$ cat src/rtl/tpsr_fifo_pkg.sv
// Shared constants and helpers for the two-port-SRAM FIFO controller.
package tpsr_fifo_pkg;

    localparam int OBUF_DEPTH = 2;

    // Bits needed to address 'value' entries; never less than one.
    function automatic int nextpow2(input int value);
        int bits;
        bits = 1;
        while ((1 << bits) < value) bits++;
        return bits;
    endfunction

endpackage

$ cat src/rtl/tpsr_fifo_ctrl_obuf.sv
// Two-entry in-order output buffer that absorbs the one-cycle SRAM read latency.
module tpsr_fifo_obuf
    import tpsr_fifo_pkg::*;
#(
    parameter int DATA_WIDTH = 32
) (
    input  logic                  clk,
    input  logic                  rstn,
    input  logic                  flush,
    input  logic                  push,
    input  logic [DATA_WIDTH-1:0] push_data,
    input  logic                  pop,
    output logic [DATA_WIDTH-1:0] head_data,
    output logic [1:0]            cnt
);

    logic [DATA_WIDTH-1:0] ent_q [OBUF_DEPTH];
    logic [DATA_WIDTH-1:0] ent_d [OBUF_DEPTH];
    logic                  wr_idx_q, wr_idx_d;
    logic                  rd_idx_q, rd_idx_d;
    logic [1:0]            cnt_q, cnt_d;

    always_comb begin
        ent_d    = ent_q;
        wr_idx_d = wr_idx_q ^ push;
        rd_idx_d = rd_idx_q ^ pop;
        cnt_d    = cnt_q + {1'b0, push} - {1'b0, pop};
        if (push) ent_d[wr_idx_q] = push_data;
        // Data is left in place on flush; only the bookkeeping is cleared.
        if (flush) begin
            wr_idx_d = 1'b0;
            rd_idx_d = 1'b0;
            cnt_d    = 2'd0;
        end
    end

    always_ff @(posedge clk) begin
        if (!rstn) begin
            ent_q    <= '{default: '0};
            wr_idx_q <= 1'b0;
            rd_idx_q <= 1'b0;
            cnt_q    <= 2'd0;
        end else begin
            ent_q    <= ent_d;
            wr_idx_q <= wr_idx_d;
            rd_idx_q <= rd_idx_d;
            cnt_q    <= cnt_d;
        end
    end

    assign head_data = ent_q[rd_idx_q];
    assign cnt       = cnt_q;

endmodule

$ cat src/rtl/tpsr_fifo_ctrl.sv
// FIFO controller for an external two-port SRAM with a 2-entry output buffer.
// Define TPSR_FIFO_CTRL_LEVEL_EN to add the LEVEL / ALMOST_FULL outputs.
module tpsr_fifo_ctrl
    import tpsr_fifo_pkg::*;
#(
    parameter  int WORD_DEPTH = 16,
    parameter  int DATA_WIDTH = 32,
    parameter  int AF_THRESH  = 12,
    localparam int ADDR_WIDTH = nextpow2(WORD_DEPTH)
) (
    input  logic                  CLK,
    input  logic                  RSTN,
    input  logic                  FLUSH,
    input  logic                  S_VALID,
    output logic                  S_READY,
    input  logic [DATA_WIDTH-1:0] S_DATA,
    output logic                  M_VALID,
    input  logic                  M_READY,
    output logic [DATA_WIDTH-1:0] M_DATA,
    output logic                  CENB,
    output logic [ADDR_WIDTH-1:0] AB,
    output logic [DATA_WIDTH-1:0] DB,
    output logic                  CENA,
    output logic [ADDR_WIDTH-1:0] AA,
    input  logic [DATA_WIDTH-1:0] QA
`ifdef TPSR_FIFO_CTRL_LEVEL_EN
    ,
    output logic [ADDR_WIDTH+1:0] LEVEL,
    output logic                  ALMOST_FULL
`endif
);

    localparam int CNT_W = ADDR_WIDTH + 1;

    if ((WORD_DEPTH < 2) || ((WORD_DEPTH & (WORD_DEPTH - 1)) != 0) || (AF_THRESH < 1)) begin : g_bad_param
        $error("tpsr_fifo_ctrl: WORD_DEPTH must be a power of two >= 2 and AF_THRESH >= 1");
    end

    logic [ADDR_WIDTH-1:0] wptr_q, wptr_d;
    logic [ADDR_WIDTH-1:0] rptr_q, rptr_d;
    logic [CNT_W-1:0]      mem_cnt_q, mem_cnt_d;
    logic                  rd_pend_q, rd_pend_d;
    logic                  blk, wr, rd, push, pop;
    logic [2:0]            occ_after;
    logic [1:0]            obuf_cnt;
    logic [DATA_WIDTH-1:0] obuf_head;

    always_comb begin
        // Flush and reset both block every handshake and memory access this cycle.
        blk       = FLUSH || !RSTN;
        S_READY   = !blk && (mem_cnt_q != CNT_W'(WORD_DEPTH));
        wr        = S_VALID && S_READY;
        M_VALID   = !blk && (obuf_cnt != 2'd0);
        pop       = M_VALID && M_READY;
        M_DATA    = RSTN ? obuf_head : '0;
        push      = rd_pend_q && !blk;
        occ_after = {1'b0, obuf_cnt} + {2'b00, rd_pend_q} - {2'b00, pop};
        rd        = !blk && (mem_cnt_q != '0) && (occ_after < 3'd2);

        CENB = !wr;
        AB   = wptr_q;
        DB   = S_DATA;
        CENA = !rd;
        AA   = rptr_q;

        wptr_d    = wptr_q + ADDR_WIDTH'(wr);
        rptr_d    = rptr_q + ADDR_WIDTH'(rd);
        mem_cnt_d = mem_cnt_q + CNT_W'(wr) - CNT_W'(rd);
        rd_pend_d = rd;
        if (FLUSH) begin
            wptr_d    = '0;
            rptr_d    = '0;
            mem_cnt_d = '0;
            rd_pend_d = 1'b0;
        end
    end

    always_ff @(posedge CLK) begin
        if (!RSTN) begin
            wptr_q    <= '0;
            rptr_q    <= '0;
            mem_cnt_q <= '0;
            rd_pend_q <= 1'b0;
        end else begin
            wptr_q    <= wptr_d;
            rptr_q    <= rptr_d;
            mem_cnt_q <= mem_cnt_d;
            rd_pend_q <= rd_pend_d;
        end
    end

    tpsr_fifo_obuf #(
        .DATA_WIDTH (DATA_WIDTH)
    ) u_obuf (
        .clk       (CLK),
        .rstn      (RSTN),
        .flush     (FLUSH),
        .push      (push),
        .push_data (QA),
        .pop       (pop),
        .head_data (obuf_head),
        .cnt       (obuf_cnt)
    );

`ifdef TPSR_FIFO_CTRL_LEVEL_EN
    localparam int LVL_W = ADDR_WIDTH + 2;

    logic [LVL_W-1:0] level_q, level_d;
    logic             af_q, af_d;
    logic [1:0]       obuf_cnt_nxt;

    // Registered from next-state values so LEVEL matches the current contents.
    always_comb begin
        obuf_cnt_nxt = FLUSH ? 2'd0 : (obuf_cnt + {1'b0, push} - {1'b0, pop});
        level_d      = LVL_W'(mem_cnt_d) + LVL_W'(rd_pend_d) + LVL_W'(obuf_cnt_nxt);
        af_d         = level_d >= LVL_W'(AF_THRESH);
    end

    always_ff @(posedge CLK) begin
        if (!RSTN) begin
            level_q <= '0;
            af_q    <= 1'b0;
        end else begin
            level_q <= level_d;
            af_q    <= af_d;
        end
    end

    assign LEVEL       = level_q;
    assign ALMOST_FULL = af_q;
`endif

endmodule

$ cat config.mk
export PLATFORM = sky130hd
export DESIGN_NAME = tpsr_fifo_ctrl
export DESIGN_NICKNAME = d
export VERILOG_FILES = /design/src/rtl/tpsr_fifo_pkg.sv /design/src/rtl/tpsr_fifo_ctrl_obuf.sv /design/src/rtl/tpsr_fifo_ctrl.sv
export SDC_FILE = /design/constraint.sdc
export NUM_CORES = 1
export LEC_CHECK = 0
export BUFFER_PORTS_ARGS = -buffer_cell sky130_fd_sc_hd__buf_2
export CAP_MARGIN = 20
export CORE_ASPECT_RATIO = 2
export CORE_MARGIN = 1.5
export CORE_UTILIZATION = 45
export CTS_BUF_LIST = sky130_fd_sc_hd__clkbuf_16
export DETAILED_ROUTE_END_ITERATION = 6
export PLACE_DENSITY = 0.83
export SLEW_MARGIN = 5
export SYNTH_ARGS = -nofsm -noshare
export SYNTH_HDL_FRONTEND = slang
export SYNTH_SLANG_ARGS = --single-unit
$ cat constraint.sdc
create_clock -name CLK -period 4.3 [get_ports CLK]
set_clock_uncertainty 0.2 [all_clocks]
set_input_delay 0.215 -clock CLK [delete_from_list [all_inputs] [get_ports CLK]]
set_output_delay 0.215 -clock CLK [all_outputs]
set_load 0.02 [all_outputs]
* Word-level counts from Yosys, hierarchy flattened
Index checks and enable logic that the tools add are counted.
** Storage, ports and cells
- Bits of input ports :: 69
- Logic and storage cells :: 50
- Register bits :: 82
- Output and inout port bits :: 76
** Cells by class
- Multiplexer cells :: 7
- $add $sub $neg :: 8
- Order comparisons :: 4
- Equality and inequality tests :: 1
- Reduce and logical (&&, ||, !) cells :: 16
- Bitwise logic cells :: 5
** Operators with widths (number)
- $mux W32 :: 5
- $bwmux W64 :: 1
- $demux W32 S1 :: 1
- $add A4 B1 Y4 :: 2
- $logic_and A1 B1 Y1 :: 8
- $add A5 B1 Y5 :: 1
- $ne A5 B5 Y1 const B :: 1
- $reduce_bool A5 Y1 :: 1
- $sub A5 B1 Y5 :: 1
- $ge A2 B2 Y1 const B :: 2
- $logic_not A1 Y1 :: 4
- $not A1 Y2 :: 2
- $add A2 B1 Y3 :: 1
- $lt A3 B2 Y1 const B :: 1
- $sub A3 B1 Y3 :: 1
- $add A2 B1 Y2 :: 1
- $lt A2 B1 Y1 const B :: 1
- $reduce_bool A2 Y1 :: 1
- $reduce_or A2 Y1 :: 1
- $sub A2 B1 Y2 :: 1
- $xor A1 B1 Y1 :: 2
- $logic_or A1 B1 Y1 :: 1
- $not A1 Y1 :: 1

* Logic depth before layout (Yosys ltp)
Gate-level depths: netlist (run 1).
- Depth after elaboration :: 9
- Gate-level depth with buffers :: 17
- Mapped depth without buffers :: 16

* By module
From an unflattened synthesis (run 1), not the netlist that was laid out.
** Unflattened totals
- Cell total of the unflattened synthesis :: 412
- Area total of the unflattened synthesis :: 4500.6 um^2
** Modules (own cells, without submodules)
- tpsr_fifo_obuf :: area an instance 3203.1 um^2, times used 1, cells an instance 262, sequential area each 1361.3 um^2
- tpsr_fifo_ctrl :: area an instance 1297.5 um^2, times used 1, cells an instance 150, sequential area each 280.3 um^2

* Worst setup path before layout (run 1)
No wires, ideal clock.
- Path type :: in2reg
- Start point :: in FLUSH
- End point :: reg mem_cnt_q[4]
- Slack :: 0.688 ns
- Buffers on the path :: 1
- Cell stages on the path :: 17
- Data required time :: 4.030 ns
- Data arrival time :: 3.342 ns
- Setup time :: 0.070 ns
- Cell sequence :: nand2b_2 clkbuf_1 nor2_1 ha_1 inv_1 nand2_1 fa_1 xnor2_1 o2111a_1 ha_1 inv_1 ha_1 inv_1 fa_1 nand2b_1 a2111oi_0 o21bai_1
** Between the ends
- Word-level cells in the longest chain between the ends :: 8
- Elaborated cells on any way between the ends :: 13
- Classes of those cells :: add/sub (3); order compare (1); reduce/logical (9)
** RTL lines
- start: declaration :: RTL line tpsr_fifo_ctrl.sv:13 : input logic FLUSH,
- $logic_or A1 B1 Y1 (*) :: RTL line tpsr_fifo_ctrl.sv:50 : blk = FLUSH || !RSTN;
- $logic_not A1 Y1 (*) :: RTL line tpsr_fifo_ctrl.sv:53, tpsr_fifo_ctrl.sv:58
- $logic_and A1 B1 Y1 :: RTL line tpsr_fifo_ctrl.sv:53 : M_VALID = !blk && (obuf_cnt != 2'd0);
- $logic_and A1 B1 Y1 :: RTL line tpsr_fifo_ctrl.sv:54 : pop = M_VALID && M_READY;
- $sub A3 B1 Y3 :: RTL line tpsr_fifo_ctrl.sv:57 : occ_after = {1'b0, obuf_cnt} + {2'b00, rd_pend_q} - {2'b00, pop};
- $lt A3 B2 Y1 :: RTL line tpsr_fifo_ctrl.sv:58 : rd = !blk && (mem_cnt_q != '0) && (occ_after < 3'd2);
- $logic_and A1 B1 Y1 (*) :: RTL line tpsr_fifo_ctrl.sv:58
- via rd :: RTL line tpsr_fifo_ctrl.sv:43 : logic blk, wr, rd, push, pop;
- $sub A5 B1 Y5 (*) :: RTL line tpsr_fifo_ctrl.sv:68 : mem_cnt_d = mem_cnt_q + CNT_W'(wr) - CNT_W'(rd);
- end signal: assignment :: RTL line tpsr_fifo_ctrl.sv:87 : mem_cnt_q <= mem_cnt_d;
- end: declaration :: RTL line tpsr_fifo_ctrl.sv:41 : logic [CNT_W-1:0] mem_cnt_q, mem_cnt_d;
The timed path passes the listed nets; every way through them passes the cells marked *.
A chain may end at the register's enable or synchronous reset.

* Worst setup path after layout (run 1)
- Start point :: reg u_obuf.cnt_q[1] (netlist: u_obuf.cnt[1])
- End point :: reg mem_cnt_q[4]
** Between the ends
- Word-level cells in the longest chain between the ends :: 7
- Elaborated cells on any way between the ends :: 8
- Classes of those cells :: add/sub (3); order compare (1); reduce/logical (4)
** RTL lines
- start: declaration :: RTL line tpsr_fifo_ctrl_obuf.sv:21 : logic [1:0] cnt_q, cnt_d;
- start signal: assignment :: RTL line tpsr_fifo_ctrl_obuf.sv:47 : cnt_q <= cnt_d;
- branches (longest 3 deep; another with $add A2 B1 Y3)
- $sub A3 B1 Y3 (*) :: RTL line tpsr_fifo_ctrl.sv:57
- $lt A3 B2 Y1 (*) :: RTL line tpsr_fifo_ctrl.sv:58
- $logic_and A1 B1 Y1 (*) :: RTL line tpsr_fifo_ctrl.sv:58
- via rd :: RTL line tpsr_fifo_ctrl.sv:43
- $sub A5 B1 Y5 (*) :: RTL line tpsr_fifo_ctrl.sv:68
Mark *: on every way through the listed nets, which the timed path passes.

==> metrics, run 1 <==
yosys warns 0; synthesized flop and latch total 82; DR iter-0 viols 108; DP Worst Slack 0.252 ns; outcome completed; die area 9900 um2; synthesized area 4180 um2; gr usage total 17.1%; initial antenna violation count 0; post-route ant nets 0; Root Buffer clkbuf_16; first-pass GRT wire length 13.5 mm; Leak 1.85 nW; routed vias 2938; CTS Buf Count 9; Setup crit end kind register; cell area after layout 5050 um2; Filler cells 789; count leader, synth nor2b_1; vias in the first global route 2994; worst hold path depth 4; number of max-cap violations 0; Synth top cells by count nor2b_1 (97), mux2i_1 (96), dfxtp_1 (82), buf_4 (41), ha_1 (15); io pins 145; Post-synth EDFFs 0; port buffer count 80; area occupied by multi-input gates 2120 um2; Worst Hold Class in -> reg; Worst-Skew Late Latency 0.33 ns; Post-synth top flop dfxtp_1; largest fanout on the critical path 4; Max Fclk 256 MHz; post-synthesis sequential area ratio 39.3%; PD cells 361 nW/um2; r2r worst-path depth 16; syn_area_per_cell 10.2 um2; Reg area 1640 um2; critical path arrival 3.96 ns; crit start category register; worst slew pin tran 1.12 ns; Starting Density 46.3%; share of the synthesized area in the top cell type 39.3%; crit path kind reg -> reg; largest area contributor in the netlist dfxtp_1; routed vias/inst 4.98; worst endpoint required time 4.36 ns; final net count 569; n_diodes 0; DIE WIDTH 71.1 um; Synth cell types 26; hpwl dp 5.68 mm; Slew HR 25.1%; Slew Viols, Final 0; CTS tree yes; largest net degree at the start of global routing 98; Peak VDD IR 0.310 mV; DP Area 4370 um2; grt total ovfl 0; area grow syn2layout 20.9%; fin util 56.0%; Setup Buffers After CTS 0; async set or reset register ratio after synthesis 0%; CTS Sinks 82; DRT Pass-1 Iters 4; H-tree depth 3; top cells by area, synth dfxtp_1 (39%), mux2i_1 (23%), nor2b_1 (15%); final setup vio count 0; share of layout cells above drive strength 1 20.9%; Synthesized Nets 497; final hold vios 0; RSZ-0062 raised after global routing false; row cnt 49; core region area 9010 um2; Routed WL per cell 14.0 um; Final WS setup 0.396 ns; # DRC 0; Synth Instances 411; Max Buffers Root-to-Sink 2; die height 139 um; wirelength, routed 8.27 mm; setup TNS 0 ns; clock transition at the registers of the reported paths 0.06 ns; Tmin final 3.90 ns; Reg2Reg Setup Slack 0.40 ns; period utilization 90.8%; routability congestion estimate 0.795
area by class of cell:
type                       instances  area share, %
clock buffer                       9           4.46
clock inverter                     7           2.60
inverter                          11          0.817
tap                              102           2.53
multi-input combinational        262           42.1
sequential                        82           32.5
timing repair buffer             117           15.0
final timing paths:
path / start / endpoint
worst max register to register: u_obuf.cnt[1] / mem_cnt_q[4]
worst min-delay path: M_READY / u_obuf.rd_idx_q
worst max-delay path: u_obuf.cnt[1] / mem_cnt_q[4]
worst min register to register: u_obuf.ent_q[37] / u_obuf.ent_q[37]
layout by cell type (no fill, tap or decap), drive strengths merged, types with 5 or more instances in the layout:
cell / netlist / final
and2: 8 / 8
buf: 50 / 85
clkbuf: 6 / 9
dfxtp: 82 / 82
dlygate4sd3: 0 / 32
ha: 15 / 15
inv: 11 / 11
mux2i: 96 / 96
nand2: 5 / 5
nor2: 12 / 12
nor2b: 97 / 97
xnor2: 5 / 5
per-layer routing:
layer,part of all wire (%),global-route usage [%],up-vias
li1,-,-,1459
met1,38,18.1,1393
met2,56,30.8,63
met3,3.2,3.26,23
met4,3.0,9.33,0
met5,0,0,-
metrics by stage:
| stage | hold WS, ns | power, mW | std cells |
|---|---|---|---|
| 4_1_cts | 0.119 | 1.84 | 590 |
| 5_1_grt | 0.146 | 1.89 | 590 |
| 3_3_place_gp | 0.230 | 0.904 | 542 |
| 2_1_floorplan | 0.184 | 0.911 | 411 |
| 3_5_place_dp | 0.230 | 0.910 | 542 |
| 6_report | 0.108 | 1.82 | 590 |
power by group:
| part | switching [mW] | total, mW | internal [mW] |
|---|---|---|---|
| sequential | 0.00701 | 0.776 | 0.769 |
| clock | 0.286 | 0.906 | 0.620 |
| combinational | 0.0643 | 0.139 | 0.0747 |
flip-flops by register name, indices dropped and copies added (netlist names):
register         flops
AA                   4
AB                   4
mem_cnt_q            5
rd_pend_q            1
u_obuf.cnt           2
u_obuf.ent_q        64
u_obuf.rd_idx_q      1
u_obuf.wr_idx_q      1
critical path, stage by stage, from the launching register on:
cell and delay [ns]:
dfxtp_1 0.36, o21ai_1 0.21, nor2_1 0.07, ha_1 0.28
inv_1 0.07, nand2_1 0.07, fa_1 0.38, xnor2_1 0.27
o2111a_1 0.27, ha_1 0.23, inv_1 0.06, ha_1 0.16
inv_1 0.06, fa_1 0.39, nand2b_1 0.17, a2111oi_1 0.41
o21bai_1 0.17
cell families (layout without fill, tap and decap cells):
family / after synthesis / in the layout / synth area share, %
buffers and inverters: 67 / 144 / 9.98
AOI/OAI and AO/OA: 13 / 13 / 2.34
DFF: 82 / 82 / 39.3
and+or+nand+nor: 127 / 127 / 18.0
muxes: 96 / 96 / 23.0
xor gates and xnor gates: 9 / 9 / 1.89
adders and majority gates: 17 / 17 / 5.45
timing repair:
item,CTS,global route
resized for setup,0,2
hold endpoints to repair,61,0
setup endpoints to repair,0,1
hold buffers,32,0
Power figures use the tool's default switching activity.
==> run 2, diff against run 1 <==
==> constraint.sdc (replaced) <==
create_clock -name CLK -period 4.9 [get_ports CLK]
set_clock_uncertainty 0.2 [all_clocks]
set_input_delay 0.245 -clock CLK [delete_from_list [all_inputs] [get_ports CLK]]
set_output_delay 0.245 -clock CLK [all_outputs]
set_load 0.02 [all_outputs]
==> run 2 against run 1 <==
  * The flow now finishes with violations (hold timing)
  * Sequential power down 12%
  * Register-to-register slack better by 0.64 ns
  * Sequential share of layout area rose by 1.7 points
  * Power is 24% lower
  * Sequential cell count is the same
  * Utilization fell by 2.8 points
  * Clock-buffer cell count did not move
  * Worst setup slack gained 0.64 ns
  * Critical path type unchanged
  * Critical endpoint unchanged
  * Highest routed layer unchanged
==> metrics, run 2 (same netlist as run 1, synthesis figures left out) <==
outcome finished with violations; failing checks hold timing; CTS Buf Count 9; Max Fclk 259 MHz; DIE WIDTH 71.1 um; final net count 551; die area 9900 um2; DR iter-0 viols 110; crit path cell chain o21ai_0 > nor2_1 > ha_1 > inv_1 > nand2_1 > fa_1 > xnor2_1 > o2111a_1 > ha_1 > inv_1 > ha_1 > inv_1 > fa_1 > nand2b_1 > a2111oi_0 > o21bai_1; # DRC 0; post-route ant nets 0; biggest regs u_obuf.ent_q: 64 flops, mem_cnt_q: 5 flops; WHS -0.00104 ns; port buffer count 80; routability congestion estimate 0.799; final hold vios 1; Slew Viols, Final 0; first-pass GRT wire length 13.3 mm; fin util 53.2%; Peak VDD IR 0.171 mV; final setup vio count 0; grt total ovfl 0; most common cell after layout, fill and taps aside nor2b_1; Filler cells 804; area grow syn2layout 14.9%; Clk pwr share 42.9%; io pins 145; r2r startpoint u_obuf.cnt[1]; Slew HR 24.8%; critical path arrival 3.93 ns; largest net degree at the start of global routing 98; crit path kind reg -> reg; worst slew pin tran 1.13 ns; initial antenna violation count 0; core region area 9010 um2; worst hold path depth 3; Worst-Skew Late Latency 0.33 ns; Leak 1.74 nW; n_diodes 0; Reg2Reg Setup Slack 1.03 ns; post-CTS sizing 0; max FFs per register 64; RR Endpoint mem_cnt_q[4]; hpwl dp 5.55 mm; row cnt 49; Hold Path Sink u_obuf.ent_q[36]; hold path startpoint QA[4]; largest fanout on the critical path 4; r2r worst-path depth 16; routed vias/inst 4.97; die height 139 um; slowest cell delay on critical path 0.38 ns; H-tree depth 3; Root Buffer clkbuf_16; Seq pwr share 49.1%; Slowest-stage cell, CP fa_1; Max Buffers Root-to-Sink 2; crit start category register; setup TNS 0 ns; sw frac 23.0%; Setup crit end kind register; Sw Pwr 319 uW; PD cells 290 nW/um2; routed vias 2844; RSZ-0062 raised after global routing false; Starting Density 46.3%; number of max-cap violations 0; Biggest register u_obuf.ent_q; vias in the first global route 3019; period utilization 78.9%; worst endpoint required time 4.97 ns; share of layout cells above drive strength 1 21.3%; DRT Pass-1 Iters 2; CTS tree yes; most frequent cells in the layout nor2b_1 (97), mux2i_1 (96), dfxtp_1 (81); wirelength, routed 8.08 mm; gr usage total 16.8%; Pint 1.07 mW; Worst Hold Class in -> reg; clock transition at the registers of the reported paths 0.06 ns; Gate power share 8.0%; Tmin final 3.87 ns; Routed WL per cell 14.1 um; CTS Sinks 82
==> run 2: cell types whose count changed in the layout (fill, tap and decap cells not counted), sizes merged <==
cell | before | now
dlygate4sd3 | 32 | 17
bufinv | 4 | 0
buf | 85 | 82
inv | 11 | 13
clkinv | 3 | 4
clkinvlp | 0 | 1
==> run 2: worst max-delay path, delay by kind of cell, from the launching register on <==
family	cells	cell delay, ns
xor gates and xnor gates	1	0.24
buffers and inverters	3	0.18
DFF	1	0.36
adders and majority gates	5	1.41
and+or+nand+nor	3	0.34
AOI/OAI and AO/OA	4	1.06
==> run 2: worst max path at each step <==
stage	cells after the start	endpoint	startpoint
finish	16	mem_cnt_q[4]	u_obuf.cnt[1]
global route	16	mem_cnt_q[4]	u_obuf.cnt[1]
CTS	16	mem_cnt_q[4]	u_obuf.cnt[1]
detailed placement	17	mem_cnt_q[4]	FLUSH
global placement	17	mem_cnt_q[4]	FLUSH
floorplan	17	mem_cnt_q[4]	FLUSH
==> run 2: layout make-up <==
cell class | count | area (um2) | share of cell area (%)
repair buffers | 99 | 598 | 12.5
flip-flops and latches | 82 | 1640 | 34.2
well taps | 102 | 128 | 2.66
clock inverters | 7 | 38.8 | 0.809
clock buffers | 9 | 225 | 4.69
inverters | 11 | 41.3 | 0.861
multi-input cells | 262 | 2120 | 44.3
==> run 2: power groups by stage <==
stage / clock (mW) / sequential (mW) / combinational [mW]
6_report: 0.596 / 0.682 / 0.112
5_1_grt: 0.642 / 0.682 / 0.124
4_1_cts: 0.609 / 0.681 / 0.113
3_5_place_dp: 0 / 0.696 / 0.102
3_3_place_gp: 0 / 0.696 / 0.0977
2_1_floorplan: 0 / 0.695 / 0.105
==> run 2: repair_timing <==
action	4_1_cts	5_1_grt
buffers inserted	0	0
endpoints found under the setup margin	0	0
hold buffers	17	0
hold endpoints to repair	24	0
==> run 2: stage by stage <==
| step | setup slack, ns | instances | hold WS (ns) | cell area, um2 | power (mW) |
|---|---|---|---|---|---|
| after floorplan | 1.26 | 411 | 0.214 | 4180 | 0.800 |
| after global placement | 1.12 | 538 | 0.290 | 4340 | 0.793 |
| after detailed placement | 0.948 | 538 | 0.290 | 4340 | 0.798 |
| after CTS | 1.02 | 571 | 0.000553 | 4780 | 1.40 |
| after global routing | 0.690 | 572 | 0.0167 | 4800 | 1.45 |
| final | 1.03 | 572 | -0.00104 | 4800 | 1.39 |
==> run 2: per-layer routing <==
layer | vias up | track usage (%) | wire, um
met3 | 24 | 2.97 | 287
met1 | 1328 | 17.1 | 3140
met2 | 66 | 30.5 | 4360
li1 | 1426 | - | -
met5 | - | 0 | 0
met4 | 0 | 10.7 | 286
==> run 3, diff against run 2 <==
==> constraint.sdc (replaced) <==
create_clock -name CLK -period 4.05 [get_ports CLK]
set_clock_uncertainty 0.2 [all_clocks]
set_input_delay 0.2025 -clock CLK [delete_from_list [all_inputs] [get_ports CLK]]
set_output_delay 0.2025 -clock CLK [all_outputs]
set_load 0.02 [all_outputs]
==> run 3 against run 2 <==
  * Global-route usage increased by 0.057 points
  * Sequential share of layout area fell by 1.8 points
  * Hold slack improved by 0.025 ns
  * Worst setup slack lost 0.83 ns
  * Largest power group is now clock
  * The flow now finishes without violations
  * Critical path type unchanged
  * Fmax increased by 0.60%
==> metrics, run 3 (same netlist as run 1, synthesis figures left out) <==
area occupied by multi-input gates 2140 um2; Worst Path Buf+Inv 3; final hold vios 0; CTS Buf Count 9; port buffer count 80; period utilization 94.9%; first-pass GRT wire length 13.4 mm; DP Area 4390 um2; most frequent cells in the layout nor2b_1 (97), mux2i_1 (96), dfxtp_1 (80), buf_2 (80), dlygate4sd3_1 (32); biggest regs u_obuf.ent_q: 64 flops, mem_cnt_q: 5 flops; CTS tree yes; Max Buffers Root-to-Sink 2; crit path cell chain o21ai_2 > nor2_1 > ha_1 > inv_1 > nand2_1 > fa_1 > xnor2_2 > o2111a_1 > ha_1 > inv_1 > ha_1 > inv_1 > fa_1 > nand2b_1 > a2111oi_2 > o21bai_1; crit start category register; final net count 569; worst slew pin tran 0.685 ns; number of max-cap violations 0; crit path kind reg -> reg; grt total ovfl 0; n_diodes 0; hpwl dp 5.54 mm; Reg area 1640 um2; critical path's top delay family adder cells; Slew HR 54.3%; DR iter-0 viols 98; core region area 9010 um2; post-route ant nets 0; Non-Filler Instances 590; # DRC 0; most common cell after layout, fill and taps aside nor2b_1; wirelength, routed 8.30 mm; DIE WIDTH 71.1 um; gr usage total 16.9%; die area 9900 um2; outcome completed; H-tree depth 3; Worst-Skew Late Latency 0.32 ns; row cnt 49; PD cells 358 nW/um2; CTS Sinks 82; routed vias/inst 5.00; routed vias 2950; routability congestion estimate 0.794; Tmin final 3.84 ns; Worst Hold Class in -> reg; Slew Viols, Final 0; cell count after placement 541; Slowest-stage cell, CP fa_1; critical path arrival 3.90 ns; Leak 1.85 nW; cell area after layout 5070 um2; Setup crit end kind register; Max Fclk 260 MHz; WHS 0.0241 ns; vias in the first global route 2920; Filler cells 809; final setup vio count 0; largest fanout on the critical path 4; clock transition at the registers of the reported paths 0.06 ns; max FFs per register 64; die height 139 um; DRT Pass-1 Iters 4; initial antenna violation count 0; Peak VDD IR 0.217 mV; area grow syn2layout 21.3%; largest net degree at the start of global routing 98; Root Buffer clkbuf_16; io pins 145; slowest cell delay on critical path 0.41 ns; Starting Density 46.3%; Routed WL per cell 14.1 um; Biggest register u_obuf.ent_q; share of layout cells above drive strength 1 21.9%; worst endpoint required time 4.10 ns
==> run 3: worst paths after layout <==
path | slack (ns) | cells after the start | endpoint | startpoint
worst max-delay path | 0.21 | 16 | mem_cnt_q[4] | u_obuf.cnt[1]
worst min register to register | 0.31 | 2 | AA[3] | AA[3]
worst min-delay path | 0.02 | 4 | u_obuf.rd_idx_q | M_READY
worst max register to register | 0.21 | 16 | mem_cnt_q[4] | u_obuf.cnt[1]
==> run 3: through the flow <==
step | power (mW) | setup slack, ns | setup TNS [ns] | util, %
4_1_cts | 1.83 | 0.0203 | 0 | 55.7
6_report | 1.82 | 0.208 | 0 | 56.2
5_1_grt | 1.88 | -0.0153 | -0.0153 | 56.2
2_1_floorplan | 0.968 | 0.450 | 0 | -
3_5_place_dp | 0.966 | 0.105 | 0 | 48.7
3_3_place_gp | 0.962 | 0.328 | 0 | 48.7
==> run 3: repair_timing <==
item                       4_1_cts  5_1_grt
resized for setup                0        6
hold buffers                    32        0
hold endpoints to repair        63        0
setup endpoints to repair        0        1
setup buffers                    0        0
==> run 3: routing by layer <==
layer  global-route usage, %  share of wire, %  vias up
li1                        -                 -     1464
met1                    17.1                38     1399
met2                    30.8                56       65
met3                    3.98               3.6       22
met4                    9.14               2.9        0
met5                       0                 0        -
==> run 3: layout make-up <==
type	instances	area share, %
Multi-Input combinational cell	262	42.2
Sequential cell	82	32.4
Inverter	11	0.815
Tap cell	102	2.52
Timing Repair Buffer	117	15.9
Clock inverter	7	1.68
Clock buffer	9	4.44
==> run 3: power by group <==
part	switching (mW)	internal [mW]	total (mW)
Clock	0.307	0.533	0.839
Combinational	0.0709	0.0808	0.152
Sequential	0.00735	0.817	0.824
Total	0.385	1.43	1.82
==> run 3: worst reg2reg max path, stage by stage, from the launching register on <==
cell       delay (ns)
dfxtp_2          0.36
o21ai_2          0.17
nor2_1           0.08
ha_1             0.28
inv_1            0.08
nand2_1          0.08
fa_1             0.41
xnor2_2          0.21
o2111a_1         0.26
ha_1             0.24
inv_1            0.06
ha_1             0.15
inv_1            0.06
fa_1             0.40
nand2b_1         0.21
a2111oi_2        0.36
o21bai_1         0.17
